$ cat src/rtl/multicycle_control.sv
// Multi-cycle MIPS control FSM.
// Moore decode of state into datapath control strobes.
module multicycle_control #(
  parameter bit ILLEGAL_TRAP = 1'b0
) (
  input  logic       clk,
  input  logic       rst_n,
  input  logic [5:0] opcode,
  input  logic       zero,
  output logic       pc_en,
  output logic       iord,
  output logic       mem_read,
  output logic       mem_write,
  output logic       ir_write,
  output logic       mem_to_reg,
  output logic       reg_dst,
  output logic       reg_write,
  output logic       alu_src_a,
  output logic [1:0] alu_src_b,
  output logic [1:0] alu_op,
  output logic [1:0] pc_src,
  output logic       ext_op,
  output logic [3:0] state,
  output logic       illegal
);

  typedef enum logic [3:0] {
    S_FETCH   = 4'd0,
    S_DECODE  = 4'd1,
    S_MEMADR  = 4'd2,
    S_MEMRD   = 4'd3,
    S_MEMWB   = 4'd4,
    S_MEMWR   = 4'd5,
    S_RTEXEC  = 4'd6,
    S_RTWB    = 4'd7,
    S_BRANCH  = 4'd8,
    S_IMMEXEC = 4'd9,
    S_IMMWB   = 4'd10,
    S_JUMP    = 4'd11,
    S_HALT    = 4'd15
  } state_e;

  localparam logic [5:0] OP_R    = 6'b000000;
  localparam logic [5:0] OP_LW   = 6'b100011;
  localparam logic [5:0] OP_SW   = 6'b101011;
  localparam logic [5:0] OP_BEQ  = 6'b000100;
  localparam logic [5:0] OP_BNE  = 6'b000101;
  localparam logic [5:0] OP_ADDI = 6'b001000;
  localparam logic [5:0] OP_ANDI = 6'b001100;
  localparam logic [5:0] OP_ORI  = 6'b001101;
  localparam logic [5:0] OP_J    = 6'b000010;

  state_e state_q, state_d;
  logic   sw_q, sw_d;
  logic   bne_q, bne_d;

  logic pc_write;
  logic br_take;
  logic ir_write_c;
  logic mem_write_c;
  logic reg_write_c;
  logic illegal_c;

  logic op_r, op_mem, op_br, op_imm, op_j;

  // Opcode classes used by the DECODE dispatch
  always_comb begin
    op_r   = (opcode == OP_R);
    op_mem = (opcode == OP_LW) || (opcode == OP_SW);
    op_br  = (opcode == OP_BEQ) || (opcode == OP_BNE);
    op_imm = (opcode == OP_ADDI) || (opcode == OP_ANDI)
          || (opcode == OP_ORI);
    op_j   = (opcode == OP_J);
  end

  // State register plus lw/sw and beq/bne flags captured in DECODE
  always_ff @(posedge clk) begin
    if (!rst_n) begin
      state_q <= S_FETCH;
      sw_q    <= 1'b0;
      bne_q   <= 1'b0;
    end else begin
      state_q <= state_d;
      sw_q    <= sw_d;
      bne_q   <= bne_d;
    end
  end

  // Next-state and per-state control decode
  always_comb begin
    state_d     = S_FETCH;
    sw_d        = sw_q;
    bne_d       = bne_q;
    pc_write    = 1'b0;
    br_take     = 1'b0;
    iord        = 1'b0;
    mem_read    = 1'b0;
    mem_write_c = 1'b0;
    ir_write_c  = 1'b0;
    mem_to_reg  = 1'b0;
    reg_dst     = 1'b0;
    reg_write_c = 1'b0;
    alu_src_a   = 1'b0;
    alu_src_b   = 2'b00;
    alu_op      = 2'b00;
    pc_src      = 2'b00;
    ext_op      = 1'b0;
    illegal_c   = 1'b0;
    unique case (state_q)
      S_FETCH: begin
        mem_read   = 1'b1;
        ir_write_c = 1'b1;
        alu_src_b  = 2'b01;
        pc_write   = 1'b1;
        state_d    = S_DECODE;
      end
      S_DECODE: begin
        alu_src_b = 2'b11;
        ext_op    = 1'b1;
        sw_d      = (opcode == OP_SW);
        bne_d     = (opcode == OP_BNE);
        unique case (1'b1)
          op_r:    state_d = S_RTEXEC;
          op_mem:  state_d = S_MEMADR;
          op_br:   state_d = S_BRANCH;
          op_imm:  state_d = S_IMMEXEC;
          op_j:    state_d = S_JUMP;
          default: begin
            illegal_c = 1'b1;
            state_d   = ILLEGAL_TRAP ? S_HALT : S_FETCH;
          end
        endcase
      end
      S_MEMADR: begin
        alu_src_a = 1'b1;
        alu_src_b = 2'b10;
        ext_op    = 1'b1;
        state_d   = sw_q ? S_MEMWR : S_MEMRD;
      end
      S_MEMRD: begin
        mem_read = 1'b1;
        iord     = 1'b1;
        state_d  = S_MEMWB;
      end
      S_MEMWB: begin
        reg_write_c = 1'b1;
        mem_to_reg  = 1'b1;
      end
      S_MEMWR: begin
        mem_write_c = 1'b1;
        iord        = 1'b1;
      end
      S_RTEXEC: begin
        alu_src_a = 1'b1;
        alu_op    = 2'b10;
        state_d   = S_RTWB;
      end
      S_RTWB: begin
        reg_write_c = 1'b1;
        reg_dst     = 1'b1;
      end
      S_BRANCH: begin
        alu_src_a = 1'b1;
        alu_op    = 2'b01;
        pc_src    = 2'b01;
        br_take   = zero ^ bne_q;
      end
      S_IMMEXEC: begin
        alu_src_a = 1'b1;
        alu_src_b = 2'b10;
        if (opcode == OP_ADDI) begin
          ext_op = 1'b1;
          alu_op = 2'b00;
        end else begin
          ext_op = 1'b0;
          alu_op = 2'b11;
        end
        state_d = S_IMMWB;
      end
      S_IMMWB: begin
        reg_write_c = 1'b1;
      end
      S_JUMP: begin
        pc_src   = 2'b10;
        pc_write = 1'b1;
      end
      S_HALT: begin
        state_d = S_HALT;
      end
      default: begin
        state_d = S_FETCH;
      end
    endcase
  end

  // Side-effecting strobes are suppressed while reset is held
  assign pc_en     = rst_n & (pc_write | br_take);
  assign ir_write  = rst_n & ir_write_c;
  assign mem_write = rst_n & mem_write_c;
  assign reg_write = rst_n & reg_write_c;
  assign illegal   = rst_n & illegal_c;
  assign state     = state_q;

endmodule

$ cat config.mk
export PLATFORM = sky130hd
export DESIGN_NAME = multicycle_control
export DESIGN_NICKNAME = d
export VERILOG_FILES = /design/src/rtl/multicycle_control.sv
export SDC_FILE = /design/constraint.sdc
export NUM_CORES = 1
export LEC_CHECK = 0
export CAP_MARGIN = 20
export CORE_MARGIN = 5
export CORE_UTILIZATION = 39
export CTS_CLUSTER_SIZE = 8
export DETAILED_ROUTE_END_ITERATION = 16
export GPL_ROUTABILITY_DRIVEN = 0
export PLACE_DENSITY = 0.88
export SETUP_SLACK_MARGIN = 0.02
export SLEW_MARGIN = 40
export SYNTH_ARGS = -nofsm -noshare
export SYNTH_HDL_FRONTEND = slang
export SYNTH_SLANG_ARGS = --single-unit
$ cat constraint.sdc
create_clock -name clk -period 2.6 [get_ports clk]
set_input_delay 0.52 -clock clk [delete_from_list [all_inputs] [get_ports clk]]
set_output_delay 0.52 -clock clk [all_outputs]
set_load 0.01 [all_outputs]
# After elaboration in Yosys (flattened, before gate mapping)

Index checks and enable logic that the tools add are counted.

Register bits after elaboration: 6
Output and inout port bits: 21
Word-level logic and storage cells: 65

Eq/ne operators: 20
Mux-type cells: 21
Bitwise operators: 7
Reductions and logical operators: 14

Operators with widths:

| operator                                                              | count |
|---|---|
| 4-bit one-hot mux with 7 select lines                                 | 1 |
| 4-bit equality test, second input constant                            | 5 |
| 4-bit one-hot mux with 5 select lines                                 | 1 |
| 6-bit by 4-bit equality test with 1-bit output, second input constant | 3 |
| 4-bit by 3-bit equality test with 1-bit output, second input constant | 4 |
| 1-bit two-way mux                                                     | 13 |
| 6-bit by 3-bit equality test with 1-bit output, second input constant | 2 |
| 6-bit equality test, second input constant                            | 2 |
| 2-bit one-hot mux with 3 select lines                                 | 2 |
| 2-bit OR reduction                                                    | 5 |
| 4-bit by 2-bit equality test with 1-bit output, second input constant | 2 |
| 6-bit by 2-bit equality test with 1-bit output, second input constant | 1 |
| 6-bit zero test                                                       | 1 |
| 1-bit AND                                                             | 5 |
| 5-bit OR reduction                                                    | 1 |
| 4-bit by 1-bit equality test with 1-bit output, second input constant | 1 |
| 4-bit zero test                                                       | 1 |
| 1-bit logical OR                                                      | 4 |
| 2-bit one-hot mux with 2 select lines                                 | 1 |
| 4-bit OR reduction                                                    | 1 |
| 3-bit two-way mux                                                     | 1 |
| 3-bit OR reduction                                                    | 1 |
| 2-bit two-way mux                                                     | 1 |
| 1-bit one-hot mux with 2 select lines                                 | 1 |
| other kinds (2)                                                       | 2 |

# Longest topological paths before layout

Gate-level depths: netlist of the first run.

Depth in word-level cells: 7
Depth in mapped cells: 6
Mapped depth without buffers: 4

# Worst setup path after synthesis of the first run

OpenSTA, ideal clock, no wires.

Kind: register to output
From: register state_q[3] (netlist: state[3])
To: output illegal
Data arrival time: 1.717 ns
Slack: 0.363 ns
Stages on the path, launching flop included: 5
Path buffers: 1
Cell sequence: dfxtp_1 buf_2 or4b_4 or3_1 a211oi_1

Cells in the longest elaborated chain, start to end: 3

RTL lines:

| what                                           | RTL line | text |
|---|---|---|
| from (decl)                                    | 53       | `state_e state_q, state_d;` |
| from (signal assigned)                         | 83       | `state_q <= state_d;` |
| 4-bit by 1-bit equality test with 1-bit output | 109      | `unique case (state_q)` |
| 1-bit two-way mux                              | 109      |  |
| 1-bit AND                                      | 201      | `assign illegal = rst_n & illegal_c;` |
| to (decl)                                      | 24       | `output logic illegal` |

No other way between the ends.

# Final worst setup path of the first run

From: input opcode[0]
To: output illegal

Cells in the longest elaborated chain, start to end: 7
Elaborated cells between the ends (all ways): 17

RTL lines:

| what                                           | RTL line | text |
|---|---|---|
| from (decl)                                    | 8        | `input logic [5:0] opcode,` |
| 6-bit by 4-bit equality test with 1-bit output | 71       | `op_imm = (opcode == OP_ADDI) \|\| (opcode == OP_ANDI)` |
| 1-bit logical OR                               | 71       |  |
| 1-bit logical OR                               | 72       | `\|\| (opcode == OP_ORI);` |
| 5-bit OR reduction (no line) *                 | n/a      |  |
| 1-bit two-way mux *                            | 122      | `unique case (1'b1)` |
| 1-bit two-way mux *                            | 109      |  |
| 1-bit AND *                                    | 201      |  |

Mark *: on every way between the ends. The rest lies on a longest branch, timed or not.

==> flow_summary.toml, run 1 <==
[drt]
drcViolationCount = 0
viasPerCell = 5.75
routedWlPerCell_microns = 15.1
initialDrtViolationCount = 16
vias = 880
dr.pass1.iters = 4
wl_microns = 2300
detail-route-antenna-nets = 0

[timing]
slew_headroom_pct = 74.7
fin_crit_sh_pct = 99.7
skew_ps = 11.4
finalHoldViolations = 0
clock.fmax_mhz = 386
drv_slew = 0
rsz0062_at_grt = "true"
setup_viol = 0
tightest_slew_ps = 376
fin_crit_ps = 2590

[pwr]
clockPowerShare_pct = 29.1
power_frac_comb_pct = 40.5
power_density_mw_per_mm2 = 295
pwr-share-seq_pct = 30.4
intPower_uw = 215
ir_worst_vdd_mv = 0.211
sw_frac_of_total_pct = 31.9
total_power_uw = 316
p_leak_uw = 0.000414
power.net_switching_uw = 101

[flow_run]
maxCapViolCount = 0

[synthesis]
ys_types = 34
yosys-top-cells-area = "dfxtp_1 19%, nor3_1 9.7%, a21oi_1 6.5%, nor2_1 6.1%, nand2b_1 5.1%"
synth_nets = 103
synth-async-reset-ratio_pct = 0
synth_top_area_share_pct = 19.4
synth_area_leader_cell = "dfxtp_1"
dominantRegCellSynth = "dfxtp_1"
syn_inst = 94
synth_edf_count = 0
ys_top_cells_by_count = "12 x nor3_1, 10 x nor2_1, 8 x a21oi_1, 7 x nand2_1, 6 x dfxtp_1"
avgSynthCellArea_sq_um = 6.58
synth-seq-cells = 6
synth_area_sq_um = 618
synth.most_common_cell = "nor3_1"
ys.warnings.count = 0
ys_seq_area_share_pct = 19.4

[floorplanning]
rows = 14
initial_core_util_pct = 41.0
die_y_microns = 49.8
coreArea_sq_mm = 0.00151
ios = 30
die_area_sq_mm = 0.00248
die_w_microns = 49.8

[finish]
drive_gt1_share_pct = 20.4
post-route-util_pct = 71.2
antenna_cells = 0
finalNetCount = 148
area_growth_pct = 73.5
final_area_sq_mm = 0.00107

[global_route]
grt_pass1_vias = 831
grt_max_degree = 20
grt_remaining_overflow = 0
grt_pass1_wl_microns = 3530
antenna_found_initial = 0
grt_usage_pct = 18.0

[hold_path]
hp-class = "reg2reg"
hp-start = "sw_q"

[clocking]
clk_pin_slew_ps = 50
cts_resized = 8
root_buffer = "clkbuf_4"
clk_latency_ps = 260
cts_tree = "done"
cts_setup_buffers = 0
cts_buffers = 3
cts.sinks = 6
clock_path_buffers = 2
cts_hold_buffers = 0
htree_levels = 1

[setup_path]
startpoint_type = "primary input"
crit_chain = "clkdlybuf4s50_1 > buf_4 > nand2b_1 > a21oi_1 > nor3_1 > a211oi_2 > clkdlybuf4s15_2"
required_ps = 2080
r2r_setup_slack_ps = 1160
critPathMaxFanout = 4
cpMaxStageDelayCell = "clkdlybuf4s50_1"
max_stage_delay_ps = 560
reg2reg_from = "state[1]"
worstSetupPathType = "in2out"
critPathCaptureType = "output pin"
worst_ep_arrival_time_ps = 2070
startpoint = "opcode[0]"
cp.buffers_inverters = 3
crit_family = "buffers and inverters"

[place]
dpl.hpwl_microns = 1670
dpl-instance-area_sq_mm = 0.00102
port_buffers = 29

[status]
outcome = "finished clean"
state kept, by name (all words and copies together) (netlist names):
signal and count:
state 4, sw_q 1, bne_q 1
cell type report:
cell class,count,area [sq um]
fill,134,434
inverter,4,15.0
clock buffer,3,22.5
timing repair buffer,46,414
multi-input combinational,78,480
tap,16,20.0
sequential,6,120
cell usage in the layout (no fill, tap or decap), types with 3 or more instances in the layout:
cell             count
o21ai_0              3
nor2b_1              3
a21oi_1              8
nor3_1              12
nand2b_1             5
nand2_1              7
nand3_1              5
inv_1                4
clkdlybuf4s50_1     24
nor2_1              10
clkbuf_4             3
buf_4               17
dfxtp_1              6
power by group through the flow:
stage | Sequential [uW] | Combinational, uW | Clock [uW]
4_1_cts | 95.9 | 123 | 92.9
3_3_place_gp | 97.3 | 121 | 0
5_1_grt | 96.1 | 137 | 94.9
2_1_floorplan | 99.3 | 51.4 | 0
3_5_place_dp | 97.7 | 123 | 0
6_report | 95.9 | 128 | 92.0
final timing paths:
check             end  cells past startpoint
min reg2reg      sw_q                      2
min              sw_q                      2
max reg2reg  state[3]                      5
max           illegal                      7
tightest hold or removal path, delay by kind of cell (launching register included):
kind               cells  cell delay [ps]
AOI/OAI and AO/OA      1               50
DFF                    1              330
and+or+nand+nor        1               60
kinds of logic after synthesis:
group | share of synthesized area [%]
and+or+nand+nor | 44.1
AOI/OAI and AO/OA | 24.5
buffers and inverters | 7.49
DFF | 19.4
xor gates and xnor gates | 2.83
muxes | 1.62
metrics by stage:
stage	setup TNS [ps]	std cells	setup slack [ps]	hold slack [ps]
6_report	0	153	7.34	480
5_1_grt	-89.5	153	-89.5	508
4_1_cts	0	153	23.0	480
3_5_place_dp	-562	150	-236	475
3_3_place_gp	-411	150	-179	468
2_1_floorplan	0	94	363	446
per-layer routing:
metal	global-route usage [%]	vias up	wire (microns)
met5	0	-	0
met3	3.31	11	176
li1	-	427	-
met4	12.7	0	90
met1	19.6	401	904
met2	30.7	41	1130
(Power assumes the default switching activity.)
==> run 2: changes to the inputs <==
--- a/config.mk
+++ b/config.mk
@@ -7,11 +7,13 @@
 export LEC_CHECK = 0
 export CAP_MARGIN = 20
 export CORE_MARGIN = 5
-export CORE_UTILIZATION = 39
+export CORE_UTILIZATION = 41
 export CTS_CLUSTER_SIZE = 8
 export DETAILED_ROUTE_END_ITERATION = 16
+export DONT_BUFFER_PORTS = 1
 export GPL_ROUTABILITY_DRIVEN = 0
-export PLACE_DENSITY = 0.88
+export GPL_TIMING_DRIVEN = 0
+export PLACE_DENSITY = 0.65
 export SETUP_SLACK_MARGIN = 0.02
 export SLEW_MARGIN = 40
 export SYNTH_ARGS = -nofsm -noshare
==> flow_summary.toml, run 2 (synthesis gave the netlist of run 1 again) <==
[status]
outcome = "finished clean"

[timing]
clock.fmax_mhz = 406
finalHoldViolations = 0
fin_crit_sh_pct = 94.7
tightest_slew_ps = 460
fin_ws_ps = 137
setup_viol = 0
fin_crit_ps = 2460
holdWs_ps = 427
slew_headroom_pct = 69.2
rsz0062_at_grt = "false"
skew_ps = 6.24
tns_ps = 0
drv_slew = 0

[setup_path]
critPathCaptureType = "output pin"
crit_family = "simple AND/OR/NAND/NOR gates"
startpoint_type = "flip-flop"
crit_chain = "buf_2 > or4b_4 > or3_1 > a211oi_2"
max_stage_delay_ps = 570
startpoint = "state[3]"
cp.buffers_inverters = 1
worst_ep_arrival_time_ps = 1940
required_ps = 2080
worstSetupPathType = "reg2out"
reg2reg_from = "state[3]"
cpMaxStageDelayCell = "or4b_4"
critPathMaxFanout = 10

[finish]
antenna_cells = 0
mostFrequentLayoutCell = "nor3_1"
drive_gt1_share_pct = 8.25
finalNetCount = 108
largest_reg_flops = 4
area_growth_pct = 7.69
post-route-util_pct = 45.2
layout_common_cells = "12 x nor3_1, 10 x nor2_1, 8 x a21oi_1"

[clocking]
root_buffer = "clkbuf_4"
clk_latency_ps = 250
clk_pin_slew_ps = 50
cts_setup_buffers = 0
cts.sinks = 6
htree_levels = 1
clock_path_buffers = 2
cts_buffers = 3
cts_tree = "done"

[drt]
viasPerCell = 6.29
vias = 711
wl_microns = 1710
dr.pass1.iters = 4
detail-route-antenna-nets = 0
initialDrtViolationCount = 25
drcViolationCount = 0
routedWlPerCell_microns = 15.2

[global_route]
grt_remaining_overflow = 0
grt_max_degree = 11
antenna_found_initial = 0
grt_pass1_vias = 708
grt_pass1_wl_microns = 2980
grt_usage_pct = 15.4

[floorplanning]
initial_core_util_pct = 42.0
ios = 30
coreArea_sq_mm = 0.00147
die_area_sq_mm = 0.00238
rows = 14
die_w_microns = 48.8
die_y_microns = 48.8

[pwr]
total_power_uw = 246
ir_worst_vdd_mv = 0.214
p_leak_uw = 0.000212
power_density_mw_per_mm2 = 370

[place]
preCtsSetupSlack_ps = 265
dpl.hpwl_microns = 1330
port_buffers = 0

[hold_path]
hp-class = "in2reg"
hp-start = "opcode[3]"

[flow_run]
maxCapViolCount = 0
-- run 2: cell count changes in the layout (fill, tap and decap cells not counted), moves of 2 or more --
cell	change
buf_4	-17
clkbuf_1	+2
dlygate4sd2_1	-2
clkdlybuf4s50_1	-24
buf_1	+2
-- run 2: area by class of cell --
| type | count | area (sq um) |
|---|---|---|
| Buffer | 6 | 31.3 |
| Clock buffer | 3 | 22.5 |
| Fill cell | 173 | 806 |
| Inverter | 4 | 15.0 |
| Multi-Input combinational cell | 78 | 457 |
| Sequential cell | 6 | 120 |
| Tap cell | 16 | 20.0 |
-- run 2: layer usage --
metal,track usage [%],up-vias,part of all wire [%]
li1,-,350,-
met1,16.8,321,42
met2,22.0,35,44
met3,7.65,5,12
met4,12.6,0,2.5
met5,0,-,0
-- run 2: timing repair --
item | 4_1_cts | 5_1_grt
gates cloned | 0 | 0
resized for setup | 1 | 0
endpoints found under the setup margin | 1 | 1
pin swaps | 0 | 1
hold buffers | 0 | 0
-- run 2: final timing paths --
kind	endpoint	slack, ps	depth (start not counted)
worst min-delay path	sw_q	430	2
worst max register to register	state[2]	1040	5
worst min register to register	sw_q	490	2
worst max-delay path	illegal	140	4
-- run 2: power by group --
part	total [uW]	leakage [uW]	internal [uW]	switching, uW
sequential	98.3	0.0000487	94.8	3.52
combinational	62.2	0.000149	23.3	38.9
clock	85.9	0.0000138	52.2	33.7
-- run 2: per-stage QoR --
stage,cells,instance area [sq um]
6_report,113,666
4_1_cts,113,666
2_1_floorplan,94,618
3_5_place_dp,110,638
5_1_grt,113,666
3_3_place_gp,110,638
